===== config.mk =====
export PLATFORM = sky130hd
export DESIGN_NAME = gb_timer_flat
export DESIGN_NICKNAME = d
export VERILOG_FILES = /design/src/rtl/gb_timer_pkg.sv /design/src/rtl/gb_timer_if.sv /design/src/rtl/gb_timer_div.sv /design/src/rtl/gb_timer.sv /design/src/flat_wrapper.sv
export SDC_FILE = /design/constraint.sdc
export NUM_CORES = 1
export LEC_CHECK = 0
export BUFFER_PORTS_ARGS = -buffer_cell sky130_fd_sc_hd__buf_2
export CAP_MARGIN = 20
export CORE_MARGIN = 2
export CORE_UTILIZATION = 50
export CTS_CLUSTER_SIZE = 28
export DETAILED_ROUTE_END_ITERATION = 10
export PLACE_DENSITY = 0.85
export REMOVE_ABC_BUFFERS = 1
export SYNTH_ARGS = -nofsm -noshare
export SYNTH_HDL_FRONTEND = slang
export SYNTH_SLANG_ARGS = --single-unit

===== constraint.sdc =====
create_clock -name I_CLK -period 2.39 [get_ports I_CLK]
set_input_delay 0.478 -clock I_CLK [delete_from_list [all_inputs] [get_ports I_CLK]]
set_output_delay 0.478 -clock I_CLK [all_outputs]
set_load 0.05 [all_outputs]

===== src/rtl/gb_timer_pkg.sv =====
// ============================================================================
// Module   : gb_timer_pkg
// Purpose  : Shared constants, tap-select table and FSM state type for the
//            Game Boy DIV/TIMA timer. Build option: GB_TIMER_RELOAD_DELAY_EN.
// Revision : 1.0 - initial release
// ============================================================================
`default_nettype none

package gb_timer_pkg;

  localparam logic [15:0] ADDR_DIV  = 16'hFF04;
  localparam logic [15:0] ADDR_TIMA = 16'hFF05;
  localparam logic [15:0] ADDR_TMA  = 16'hFF06;
  localparam logic [15:0] ADDR_TAC  = 16'hFF07;

  localparam int TAC_EN_BIT   = 2;
  localparam int TAC_RATE_MSB = 1;
  localparam int TAC_RATE_LSB = 0;

  // Divider bit watched for each TAC rate select value
  localparam int TAP_BIT_00 = 9;
  localparam int TAP_BIT_01 = 3;
  localparam int TAP_BIT_10 = 5;
  localparam int TAP_BIT_11 = 7;

`ifdef GB_TIMER_RELOAD_DELAY_EN
  typedef enum logic [0:0] {
    ST_COUNT  = 1'b0,
    ST_RELOAD = 1'b1
  } timer_state_e;
`else
  typedef enum logic [0:0] {
    ST_COUNT  = 1'b0
  } timer_state_e;
`endif

  // taps[n] holds the divider bit selected by rate code n
  function automatic logic tap_select(input logic [3:0] taps, input logic [1:0] sel);
    tap_select = taps[sel];
  endfunction

endpackage

`default_nettype wire


===== src/rtl/gb_timer_if.sv =====
// ============================================================================
// Module   : gb_timer_if
// Purpose  : io-register side bundle between the FF04-FF07 registers and the
//            timer core.
// Revision : 1.0 - initial release
// ============================================================================
`default_nettype none

interface gb_timer_if;
  logic       I_DIV_DBUS_WRITE;
  logic [7:0] I_TIMA;
  logic       I_TIMA_DBUS_WRITE;
  logic       I_TIMA_WAIT;
  logic [7:0] I_TMA;
  logic [2:0] I_TAC;
  logic [7:0] O_DIV_DATA;
  logic       O_DIV_WR_EN;
  logic [7:0] O_TIMA_DATA;
  logic       O_TIMA_WR_EN;
  logic       O_TIMER_IRQ;

  modport master (
    output I_DIV_DBUS_WRITE, I_TIMA, I_TIMA_DBUS_WRITE, I_TIMA_WAIT, I_TMA, I_TAC,
    input  O_DIV_DATA, O_DIV_WR_EN, O_TIMA_DATA, O_TIMA_WR_EN, O_TIMER_IRQ
  );

  modport slave (
    input  I_DIV_DBUS_WRITE, I_TIMA, I_TIMA_DBUS_WRITE, I_TIMA_WAIT, I_TMA, I_TAC,
    output O_DIV_DATA, O_DIV_WR_EN, O_TIMA_DATA, O_TIMA_WR_EN, O_TIMER_IRQ
  );
endinterface

`default_nettype wire


===== src/rtl/gb_timer_div.sv =====
// ============================================================================
// Module   : gb_timer_div
// Purpose  : 16-bit free-running divider, TAC tap mux and falling-edge
//            detector producing the TIMA increment request and DIV strobe.
// Revision : 1.0 - initial release
// ============================================================================
`default_nettype none

module gb_timer_div
  import gb_timer_pkg::*;
#(
  parameter logic [15:0] P_DIV_RST_VAL = 16'h0000
) (
  input  wire logic       I_CLK,
  input  wire logic       I_RESET_L,
  input  wire logic       i_div_clear,
  input  wire logic [2:0] i_tac,
  output logic      [7:0] o_div_data,
  output logic            o_div_wr_en,
  output logic            o_inc_req
);

  logic [15:0] div_q,    div_d;
  logic        div_wr_q, div_wr_d;
  logic        tick_q,   tick_d;

  always_comb begin
    div_d    = i_div_clear ? 16'h0000 : div_q + 16'd1;
    div_wr_d = (div_d[15:8] != div_q[15:8]);
    // tick_d is the live tick; tick_q remembers it for the falling-edge test
    tick_d   = i_tac[TAC_EN_BIT] &
               tap_select({div_q[TAP_BIT_11], div_q[TAP_BIT_10],
                           div_q[TAP_BIT_01], div_q[TAP_BIT_00]},
                          i_tac[TAC_RATE_MSB:TAC_RATE_LSB]);
  end

  always_ff @(posedge I_CLK or negedge I_RESET_L) begin
    if (!I_RESET_L) begin
      div_q    <= P_DIV_RST_VAL;
      div_wr_q <= 1'b0;
      tick_q   <= 1'b0;
    end else begin
      div_q    <= div_d;
      div_wr_q <= div_wr_d;
      tick_q   <= tick_d;
    end
  end

  assign o_div_data  = div_q[15:8];
  assign o_div_wr_en = div_wr_q;
  assign o_inc_req   = tick_q & ~tick_d;

endmodule

`default_nettype wire


===== src/rtl/gb_timer.sv =====
// ============================================================================
// Module   : gb_timer
// Purpose  : Game Boy DIV/TIMA/TMA/TAC timer core. Define
//            GB_TIMER_RELOAD_DELAY_EN for the delayed TMA reload behaviour.
// Revision : 1.0 - initial release
// ============================================================================
`default_nettype none

module gb_timer
  import gb_timer_pkg::*;
#(
  parameter logic [15:0] P_DIV_RST_VAL  = 16'h0000,
  parameter int          P_RELOAD_DELAY = 4
) (
  input wire logic I_CLK,
  input wire logic I_RESET_L,
  gb_timer_if.slave bus
);

  generate
    if (P_RELOAD_DELAY < 1 || P_RELOAD_DELAY > 7) begin : g_bad_reload_delay
      $error("gb_timer: P_RELOAD_DELAY must be within 1..7");
    end
  endgenerate

  logic       inc_req;
  logic [7:0] div_data;
  logic       div_wr_en;

  gb_timer_div #(
    .P_DIV_RST_VAL (P_DIV_RST_VAL)
  ) u_div (
    .I_CLK       (I_CLK),
    .I_RESET_L   (I_RESET_L),
    .i_div_clear (bus.I_DIV_DBUS_WRITE),
    .i_tac       (bus.I_TAC),
    .o_div_data  (div_data),
    .o_div_wr_en (div_wr_en),
    .o_inc_req   (inc_req)
  );

  timer_state_e state_q,     state_d;
  logic [7:0]   tima_data_q, tima_data_d;
  logic         tima_wr_q,   tima_wr_d;
  logic         irq_q,       irq_d;

`ifdef GB_TIMER_RELOAD_DELAY_EN
  localparam logic [2:0] RELOAD_CNT = 3'(P_RELOAD_DELAY);
  logic [2:0] cnt_q, cnt_d;
`else
  logic unused_tima_dbus_write;
  assign unused_tima_dbus_write = bus.I_TIMA_DBUS_WRITE;
`endif

  always_comb begin
    state_d     = state_q;
    tima_data_d = tima_data_q;
    tima_wr_d   = 1'b0;
    irq_d       = 1'b0;
`ifdef GB_TIMER_RELOAD_DELAY_EN
    cnt_d       = cnt_q;
`endif
    case (state_q)
      ST_COUNT: begin
        // A CPU write to TIMA in the same cycle beats the timer increment
        if (inc_req && !bus.I_TIMA_WAIT) begin
          tima_wr_d = 1'b1;
          if (bus.I_TIMA != 8'hFF) begin
            tima_data_d = bus.I_TIMA + 8'd1;
          end else begin
`ifdef GB_TIMER_RELOAD_DELAY_EN
            tima_data_d = 8'h00;
            state_d     = ST_RELOAD;
            cnt_d       = RELOAD_CNT;
`else
            tima_data_d = bus.I_TMA;
            irq_d       = 1'b1;
`endif
          end
        end
      end
`ifdef GB_TIMER_RELOAD_DELAY_EN
      ST_RELOAD: begin
        if (bus.I_TIMA_DBUS_WRITE) begin
          state_d = ST_COUNT;
          cnt_d   = 3'd0;
        end else if (cnt_q == 3'd1) begin
          tima_data_d = bus.I_TMA;
          tima_wr_d   = 1'b1;
          irq_d       = 1'b1;
          state_d     = ST_COUNT;
          cnt_d       = 3'd0;
        end else begin
          cnt_d = cnt_q - 3'd1;
        end
      end
`endif
      default: state_d = ST_COUNT;
    endcase
  end

  always_ff @(posedge I_CLK or negedge I_RESET_L) begin
    if (!I_RESET_L) begin
      state_q     <= ST_COUNT;
      tima_data_q <= 8'h00;
      tima_wr_q   <= 1'b0;
      irq_q       <= 1'b0;
`ifdef GB_TIMER_RELOAD_DELAY_EN
      cnt_q       <= 3'd0;
`endif
    end else begin
      state_q     <= state_d;
      tima_data_q <= tima_data_d;
      tima_wr_q   <= tima_wr_d;
      irq_q       <= irq_d;
`ifdef GB_TIMER_RELOAD_DELAY_EN
      cnt_q       <= cnt_d;
`endif
    end
  end

  assign bus.O_DIV_DATA   = div_data;
  assign bus.O_DIV_WR_EN  = div_wr_en;
  assign bus.O_TIMA_DATA  = tima_data_q;
  assign bus.O_TIMA_WR_EN = tima_wr_q;
  assign bus.O_TIMER_IRQ  = irq_q;

endmodule

`default_nettype wire


===== src/flat_wrapper.sv =====
// flat-port wrapper written by rule: the top's interface ports become plain ports
module gb_timer_flat import gb_timer_pkg::*;
#(
  parameter logic [15:0] P_DIV_RST_VAL  = 16'h0000,
  parameter int          P_RELOAD_DELAY = 4
)
  (I_CLK, I_RESET_L, bus_I_DIV_DBUS_WRITE, bus_I_TIMA, bus_I_TIMA_DBUS_WRITE, bus_I_TIMA_WAIT, bus_I_TMA, bus_I_TAC, bus_O_DIV_DATA, bus_O_DIV_WR_EN, bus_O_TIMA_DATA, bus_O_TIMA_WR_EN, bus_O_TIMER_IRQ);
  gb_timer_if bus_i ();
  input wire logic I_CLK;
  input wire logic I_RESET_L;
  input wire logic [$bits(bus_i.I_DIV_DBUS_WRITE)-1:0] bus_I_DIV_DBUS_WRITE;
  input wire logic [$bits(bus_i.I_TIMA)-1:0] bus_I_TIMA;
  input wire logic [$bits(bus_i.I_TIMA_DBUS_WRITE)-1:0] bus_I_TIMA_DBUS_WRITE;
  input wire logic [$bits(bus_i.I_TIMA_WAIT)-1:0] bus_I_TIMA_WAIT;
  input wire logic [$bits(bus_i.I_TMA)-1:0] bus_I_TMA;
  input wire logic [$bits(bus_i.I_TAC)-1:0] bus_I_TAC;
  output wire logic [$bits(bus_i.O_DIV_DATA)-1:0] bus_O_DIV_DATA;
  output wire logic [$bits(bus_i.O_DIV_WR_EN)-1:0] bus_O_DIV_WR_EN;
  output wire logic [$bits(bus_i.O_TIMA_DATA)-1:0] bus_O_TIMA_DATA;
  output wire logic [$bits(bus_i.O_TIMA_WR_EN)-1:0] bus_O_TIMA_WR_EN;
  output wire logic [$bits(bus_i.O_TIMER_IRQ)-1:0] bus_O_TIMER_IRQ;
  assign bus_i.I_DIV_DBUS_WRITE = bus_I_DIV_DBUS_WRITE;
  assign bus_i.I_TIMA = bus_I_TIMA;
  assign bus_i.I_TIMA_DBUS_WRITE = bus_I_TIMA_DBUS_WRITE;
  assign bus_i.I_TIMA_WAIT = bus_I_TIMA_WAIT;
  assign bus_i.I_TMA = bus_I_TMA;
  assign bus_i.I_TAC = bus_I_TAC;
  assign bus_O_DIV_DATA = bus_i.O_DIV_DATA;
  assign bus_O_DIV_WR_EN = bus_i.O_DIV_WR_EN;
  assign bus_O_TIMA_DATA = bus_i.O_TIMA_DATA;
  assign bus_O_TIMA_WR_EN = bus_i.O_TIMA_WR_EN;
  assign bus_O_TIMER_IRQ = bus_i.O_TIMER_IRQ;
  gb_timer #(.P_DIV_RST_VAL(P_DIV_RST_VAL), .P_RELOAD_DELAY(P_RELOAD_DELAY)) u_core (.I_CLK(I_CLK), .I_RESET_L(I_RESET_L), .bus(bus_i));
endmodule

==> results.json, run 1 <==
{
  "sequential_cell_area_um2": 700.7,
  "endpoint_kind": "register",
  "power_leakage_nw": 0.8242,
  "cts_hold_buf": 0,
  "worst-r2r-setup-slack_ns": 0.41,
  "routabilityCongestion": 0.8292,
  "result_of_the_run": "finished, violations left",
  "initial_core_util_pct": 53.35,
  "grt_first_pass_wirelength_um": 4912,
  "post_drt_wl_per_cell_um": 13.65,
  "detail_route.vias_per_cell": 5.587,
  "critPathLaunchType": "register",
  "placed_cells": 214,
  "netlist_area_um2": 1496,
  "power_per_cell_area_nw_per_um2": 543.1,
  "critical_path.reg2reg.startpoint": "u_core.u_div.div_q[7]$_DFF_PN0_",
  "count_of_synthesis_stage_warnings_from_yosys": 0,
  "routed-via-count": 1218,
  "route.antenna.remaining_nets": 0,
  "final.hold.worst_slack_ns": 0.1359,
  "yosysUniqueCellTypes": 33,
  "critical_path.max_stage_delay_ns": 0.56,
  "fmax_mhz": 504.4,
  "insertion_delay_ns": 0.32,
  "vdd_drop_max_mv": 0.3054,
  "setup_viol_count_final": 0,
  "die_w_um": 58.71,
  "layout-drive-gt1-share_pct": 27.81,
  "worst-endpoint-arrival_ns": 2.23,
  "grt_start_max_net_pins": 29,
  "grt_overflow_total": 0,
  "met3_wirelength_um": 161,
  "cts.clk_slew.worst_paths_ns": 0.15,
  "final_common_cell": "sky130_fd_sc_hd__buf_2",
  "min_period_ns": 1.982,
  "post_cts_buffers": 0,
  "critical_path.max_fanout": 18,
  "clock_skew_ns": 0.002778,
  "cell_depth_of_the_worst_flop_to_flop_path": 3,
  "number_of_flip_flops_and_latches_in_the_synthesized_netlist": 28,
  "cts_root_buf": "sky130_fd_sc_hd__clkbuf_4",
  "final_cell_count_no_fill": 218,
  "dieArea_um2": 3446,
  "worstSetupPathType": "register to register",
  "multiInputGateArea_um2": 690.7,
  "cts.sinks": 28,
  "power_share_of_the_sequential_group_pct": 55.9,
  "wl_um": 2975,
  "worst-slew-pin-transition_ns": 0.6473,
  "slew_viol_final": 0,
  "route.detailed.drc": 2,
  "failed_checks": "DRC",
  "tritoncts.num_buffers": 3,
  "filler_cell_count": 240,
  "final_hold_viol_count": 0,
  "critical_path.cell_chain": "mux4_2, a211o_1, o31ai_2",
  "routed.top_layer": "met4",
  "clock_tree.buffer_depth": 2,
  "wirelength_met1_um": 1253,
  "num_antenna_cells": 0,
  "pwr-share-comb_pct": 19.0,
  "clkPwrFrac_pct": 25.0,
  "drt-initial-drc-count": 52,
  "num_io_pins": 43,
  "dr_wl_met2_um": 1549,
  "number_of_global_route_vias_before_repair": 1170,
  "hp-class": "input port to async pin",
  "antenna_violations_before_repair": 0,
  "ctsResizeCount": 0,
  "syn_avg_cell_area_um2": 9.717,
  "layout.nets": 214,
  "switching_portion_of_total_power_pct": 30.08,
  "final.setup.worst_slack_ns": 0.4076,
  "critical_path.reg2reg.endpoint": "u_core.bus.O_TIMA_DATA[5]$_DFFE_PN0P_",
  "cp_slowest_cell": "sky130_fd_sc_hd__a211o_1",
  "synth_sequential_area_ratio_pct": 46.82,
  "area_delta_synth_final_pct": 12.71,
  "tritoncts_clock_tree": "built",
  "max-cap-violations": 0,
  "commonest_cells_after_routing_fill_and_taps_aside": "sky130_fd_sc_hd__buf_2, sky130_fd_sc_hd__dfrtp_1, sky130_fd_sc_hd__nor2_1, sky130_fd_sc_hd__nand2_1",
  "drt_pass1_iterations": 7,
  "dpl.hpwl_um": 2214,
  "dp_slack_ns": 0.3029,
  "floorplan.die.height_um": 58.71,
  "grtUsageTotal_pct": 18.33,
  "report.power.total_mw": 0.9159,
  "relSlewSlack_pct": 56.85,
  "power.net_switching_mw": 0.2755,
  "buffer_ports.inserted": 41,
  "rows": 19,
  "htree_levels": 1,
  "worstPathRequired_ns": 2.63,
  "rsz_0062_raised_after_global_routing": "no",
  "timing.setup.tns_ns": 0,
  "power_report.internal_total_mw": 0.6404,
  "netlist_instances": 154,
  "post-route-period-util_pct": 82.95,
  "floorplan.core_area_um2": 2805
}
how the worst max path moves through the flow:
stage               slack, ns  cells past startpoint                               endpoint                       startpoint
global route             0.29                      3  u_core.bus.O_TIMA_DATA[5]$_DFFE_PN0P_  u_core.u_div.div_q[7]$_DFF_PN0_
floorplan                0.42                      3  u_core.bus.O_TIMA_DATA[0]$_DFFE_PN0P_  u_core.u_div.div_q[9]$_DFF_PN0_
CTS                      0.41                      3  u_core.bus.O_TIMA_DATA[5]$_DFFE_PN0P_  u_core.u_div.div_q[7]$_DFF_PN0_
global placement         0.37                      4  u_core.bus.O_TIMA_DATA[7]$_DFFE_PN0P_                     bus_I_TAC[0]
finish                   0.41                      3  u_core.bus.O_TIMA_DATA[5]$_DFFE_PN0P_  u_core.u_div.div_q[7]$_DFF_PN0_
detailed placement       0.30                      4  u_core.bus.O_TIMA_DATA[4]$_DFFE_PN0P_                     bus_I_TAC[0]
synthesized netlist by cell type:
master                     number  area (um2)
sky130_fd_sc_hd__nand4_1        3       18.77
sky130_fd_sc_hd__mux2_2         1       11.26
sky130_fd_sc_hd__a41oi_1        1       8.760
sky130_fd_sc_hd__or3_1          1       6.260
sky130_fd_sc_hd__buf_4          8       60.06
sky130_fd_sc_hd__buf_1          1       3.750
sky130_fd_sc_hd__clkbuf_1       1       3.750
sky130_fd_sc_hd__and3_1         3       18.77
sky130_fd_sc_hd__xor2_1         3       26.28
sky130_fd_sc_hd__nand2_1       16       60.06
sky130_fd_sc_hd__dfrtp_1       28       700.7
sky130_fd_sc_hd__nor2_1        22       82.58
sky130_fd_sc_hd__and2_1         3       18.77
sky130_fd_sc_hd__buf_6          2       22.52
sky130_fd_sc_hd__a311oi_1       1       8.760
sky130_fd_sc_hd__mux2i_1        3       30.03
sky130_fd_sc_hd__xnor2_1       11       96.34
sky130_fd_sc_hd__nor4_1         5       31.28
sky130_fd_sc_hd__a211o_1        1       8.760
sky130_fd_sc_hd__nor3_1         4       20.02
sky130_fd_sc_hd__nor3b_1        1       7.510
sky130_fd_sc_hd__nor2b_1        2       12.51
sky130_fd_sc_hd__nand3_1       11       55.05
sky130_fd_sc_hd__a221oi_1       1       8.760
sky130_fd_sc_hd__o21ai_0        2       10.01
sky130_fd_sc_hd__ha_1           2       25.02
sky130_fd_sc_hd__and4_1         1       8.760
sky130_fd_sc_hd__mux4_2         1       22.52
sky130_fd_sc_hd__a21oi_1        2       10.01
sky130_fd_sc_hd__a31oi_1        1       6.260
sky130_fd_sc_hd__o21ai_1        3       15.01
sky130_fd_sc_hd__o31ai_2        5       62.56
sky130_fd_sc_hd__inv_1          4       15.01
final cells by class:
class / instances / share of cell area [%]
clock buffers: 4 / 2.151
multi-input cells: 110 / 40.95
well taps: 31 / 2.300
flip-flops and latches: 28 / 41.54
repair buffers: 41 / 12.17
inverters: 4 / 0.8902
power by group through the flow:
stage	Combinational [mW]	Clock [mW]	Sequential, mW
finish	0.174	0.229	0.512
global route	0.188	0.251	0.516
detailed placement	0.177	0	0.520
floorplan	0.0440	0	0.586
CTS	0.176	0.236	0.513
global placement	0.172	0	0.519
flip-flops by register name (all words and copies together) (netlist names):
register	cells
u_core.bus.O_TIMA_DATA	8
u_core.bus.O_TIMA_WR_EN	1
u_core.bus.O_TIMER_IRQ	1
u_core.u_div.div_q	16
u_core.u_div.o_div_wr_en	1
u_core.u_div.tick_q	1
metrics by stage:
stage               utilization [%]  instance area, um2
finish                        60.12                1687
global route                  60.12                1687
floorplan                         -                1406
detailed placement            58.83                1650
global placement              58.83                1650
CTS                           60.12                1687
critical path, delay by kind of cell, from the launching register on:
| kind | cells | cell delay [ns] |
|---|---|---|
| compound gates | 2 | 0.89 |
| mux | 1 | 0.51 |
| flops | 1 | 0.50 |
routing by layer:
layer  track usage, %  vias to the layer above
met1            22.00                      587
met5                0                        -
met3            3.077                        2
li1                 -                      593
met4            4.870                        0
met2            33.87                       36
cells by family (layout without fill, tap and decap cells):
kind of cell	count (synthesis)	count (layout)	synth area share (%)
and+or+nand+nor	72	72	22.74
adders and majority gates	2	2	1.672
xor gates and xnor gates	14	14	8.194
muxes	5	5	4.264
DFF	28	28	46.82
AOI/OAI and AO/OA	17	17	9.281
buffers and inverters	16	49	7.023
Note: power is estimated with default switching activity, not from simulation.
==> run 2, diff against run 1 <==
--- a/config.mk
+++ b/config.mk
@@ -5,13 +5,14 @@
 export SDC_FILE = /design/constraint.sdc
 export NUM_CORES = 1
 export LEC_CHECK = 0
+export ABC_AREA = 1
 export BUFFER_PORTS_ARGS = -buffer_cell sky130_fd_sc_hd__buf_2
 export CAP_MARGIN = 20
 export CORE_MARGIN = 2
 export CORE_UTILIZATION = 50
 export CTS_CLUSTER_SIZE = 28
 export DETAILED_ROUTE_END_ITERATION = 10
-export PLACE_DENSITY = 0.85
+export PLACE_DENSITY = 0.84
 export REMOVE_ABC_BUFFERS = 1
 export SYNTH_ARGS = -nofsm -noshare
 export SYNTH_HDL_FRONTEND = slang
==> constraint.sdc (replaced) <==
create_clock -name I_CLK -period 2 [get_ports I_CLK]
set_input_delay 0.4 -clock I_CLK [delete_from_list [all_inputs] [get_ports I_CLK]]
set_output_delay 0.4 -clock I_CLK [all_outputs]
set_load 0.05 [all_outputs]
==> run 2 against run 1 <==
Clock skew is 0.0016 ns lower. Clock power shrank 3%. Global-route usage down 0.42 points. The flow now finishes without violations. Flip-flop and latch count unchanged. Via count is 21% higher. Core utilization down 2.6 points. Combinational power is 96% higher. Synthesized cell count rose by 44%. Final cell count up 39%. Wire length is 4.5% higher. Register-to-register slack improved by 0.25 ns. Sequential power grew 26%.
==> results.json, run 2 <==
{
  "result_of_the_run": "complete, no violations",
  "fmax_mhz": 678.0,
  "critical_path.max_fanout": 5,
  "grt_overflow_total": 0,
  "pwr-share-comb_pct": 28.2,
  "min_period_ns": 1.475,
  "wl_um": 3109,
  "num_io_pins": 43,
  "power_report.internal_total_mw": 0.7756,
  "grt_start_max_net_pins": 29,
  "post-route-period-util_pct": 73.75,
  "post_cts_buffers": 0,
  "num_antenna_cells": 0,
  "cts_hold_buf": 0,
  "critical_path.top_delay_family": "flip-flops",
  "cts.clk_slew.worst_paths_ns": 0.13,
  "slew_viol_final": 0,
  "power.net_switching_mw": 0.4332,
  "buffer_ports.inserted": 41,
  "clock_tree.buffer_depth": 2,
  "cell_accounting_for_the_most_synthesized_area": "sky130_fd_sc_hd__dfrtp_1",
  "clkPwrFrac_pct": 18.4,
  "tritoncts_clock_tree": "built",
  "crit_buf_inv": 1,
  "final_common_cell": "sky130_fd_sc_hd__nand2_1",
  "insertion_delay_ns": 0.32,
  "antenna_violations_before_repair": 0,
  "netlist_instances": 222,
  "power_share_of_the_sequential_group_pct": 53.4,
  "synth_most_common_cell": "sky130_fd_sc_hd__nand2_1",
  "rsz_0062_raised_after_global_routing": "no",
  "drt-initial-drc-count": 33,
  "yosysUniqueCellTypes": 29,
  "switching_portion_of_total_power_pct": 35.84,
  "dieArea_um2": 3862,
  "route.antenna.remaining_nets": 0,
  "route.detailed.drc": 0,
  "synthDominantCellAreaShare_pct": 41.45,
  "synthTopCellsByArea": "sky130_fd_sc_hd__dfrtp_1, sky130_fd_sc_hd__nand2_1, sky130_fd_sc_hd__inv_1",
  "worstSetupPathType": "register to primary output",
  "max-cap-violations": 0,
  "layout-drive-gt1-share_pct": 28.13,
  "routabilityCongestion": 0.9038,
  "dpl.hpwl_um": 2503,
  "commonest_cells_after_routing_fill_and_taps_aside": "sky130_fd_sc_hd__nand2_1, sky130_fd_sc_hd__buf_2, sky130_fd_sc_hd__dfrtp_1, sky130_fd_sc_hd__inv_1, sky130_fd_sc_hd__nor2_1",
  "endpoint_kind": "primary output",
  "power_per_cell_area_nw_per_um2": 639.4,
  "hp-class": "input port to async pin",
  "power_leakage_nw": 1.050,
  "netlist_area_um2": 1690,
  "dpl-instance-area_um2": 1868,
  "routed-via-count": 1472,
  "clock_skew_ns": 0.001131,
  "finish.instance_area_um2": 1891,
  "cts_root_buf": "sky130_fd_sc_hd__clkbuf_4",
  "initial_core_util_pct": 51.47,
  "syn_avg_cell_area_um2": 7.614,
  "tritoncts.num_buffers": 3,
  "number_of_flip_flops_and_latches_in_the_synthesized_netlist": 28,
  "area_delta_synth_final_pct": 11.84,
  "postSynth.topFlopCell": "sky130_fd_sc_hd__dfrtp_1",
  "layout.nets": 284,
  "post_drt_wl_per_cell_um": 10.29,
  "largest_register_ffs": 16,
  "regMostFlops": "u_core.u_div.div_q",
  "worst-slew-pin-transition_ns": 0.6022,
  "critical_path.max_stage_delay_ns": 0.46,
  "timing.setup.tns_ns": 0,
  "cts.sinks": 28,
  "rows": 21,
  "grt_first_pass_wirelength_um": 5637,
  "critPathLaunchType": "register",
  "drt_pass1_iterations": 4,
  "number_of_enable_type_register_cells_in_the_synthesized_netlist": 0,
  "critical_path.cell_chain": "buf_2",
  "final_hold_viol_count": 0,
  "grtUsageTotal_pct": 17.91,
  "asyncSetResetFlopFracSynth_pct": 100.0,
  "floorplan.die.height_um": 62.15,
  "ys_top_cells_by_count": "sky130_fd_sc_hd__nand2_1, sky130_fd_sc_hd__dfrtp_1, sky130_fd_sc_hd__inv_1",
  "vdd_drop_max_mv": 0.2921,
  "detail_route.vias_per_cell": 4.874,
  "worst-endpoint-arrival_ns": 1.07,
  "die_w_um": 62.15,
  "htree_levels": 1,
  "synth_sequential_area_ratio_pct": 41.45,
  "number_of_global_route_vias_before_repair": 1399,
  "floorplan.core_area_um2": 3284,
  "relSlewSlack_pct": 59.86,
  "setup_viol_count_final": 0,
  "worstPathRequired_ns": 1.60,
  "cp_slowest_cell": "sky130_fd_sc_hd__dfrtp_1",
  "count_of_synthesis_stage_warnings_from_yosys": 0,
  "final.hold.worst_slack_ns": 0.06301,
  "ctsResizeCount": 0
}
==> run 2: routing by layer <==
metal  up-vias  share of wire [%]  GRT usage [%]
met5         -                  0              0
met4         0                1.7          8.056
met3         5                5.0          2.717
met2        38                 52          32.47
met1       673                 41          20.87
li1        756                  -              -
==> run 2: path summary, 6_finish.rpt <==
path | slack, ns | from | end | cells past startpoint
setup reg to reg | 0.66 | u_core.u_div.div_q[0]$_DFF_PN0_ | u_core.u_div.div_q[8]$_DFF_PN0_ | 7
hold reg to reg | 0.47 | u_core.u_div.div_q[0]$_DFF_PN0_ | u_core.u_div.div_q[0]$_DFF_PN0_ | 1
min in group I_CLK | 0.32 | bus_I_DIV_DBUS_WRITE | u_core.u_div.div_q[8]$_DFF_PN0_ | 2
setup / recovery | 0.53 | u_core.u_div.div_q[12]$_DFF_PN0_ | bus_O_DIV_DATA[4] | 1
hold / removal | 0.06 | I_RESET_L | u_core.u_div.o_div_wr_en$_DFF_PN0_ | 1
max in group asynchronous | 1.55 | I_RESET_L | u_core.u_div.div_q[13]$_DFF_PN0_ | 1
==> run 2: area by class of cell <==
cell class | count | area, um2
Inverter | 29 | 108.9
Timing Repair Buffer | 41 | 205.2
Fill cell | 332 | 1394
Clock buffer | 3 | 22.52
Multi-Input combinational cell | 155 | 795.8
Tap cell | 46 | 57.56
Sequential cell | 28 | 700.7
==> run 2: kinds of logic after synthesis <==
kind of cell,after synthesis,share of synthesized area [%]
xor gates and xnor gates,2,1.036
and+or+nand+nor,129,36.57
buffers and inverters,39,11.47
AOI/OAI and AO/OA,22,7.995
DFF,28,41.45
adders and majority gates,2,1.480
==> run 2: power groups by stage <==
stage          combinational (mW)  sequential [mW]  clock, mW
6_report                    0.341            0.645      0.223
5_1_grt                     0.373            0.652      0.259
4_1_cts                     0.345            0.646      0.233
3_3_place_gp                0.339            0.656          0
2_1_floorplan              0.0959            0.800          0
3_5_place_dp                0.346            0.655          0
==> run 2: through the flow <==
step / setup WS, ns / utilization (%) / instances / power (mW)
6_report: 0.5251 / 57.56 / 302 / 1.209
2_1_floorplan: 0.6053 / - / 212 / 0.8954
3_3_place_gp: 0.5684 / 56.88 / 299 / 0.9944
3_5_place_dp: 0.5400 / 56.88 / 299 / 1.001
4_1_cts: 0.5212 / 57.56 / 302 / 1.224
5_1_grt: 0.4756 / 57.56 / 302 / 1.283
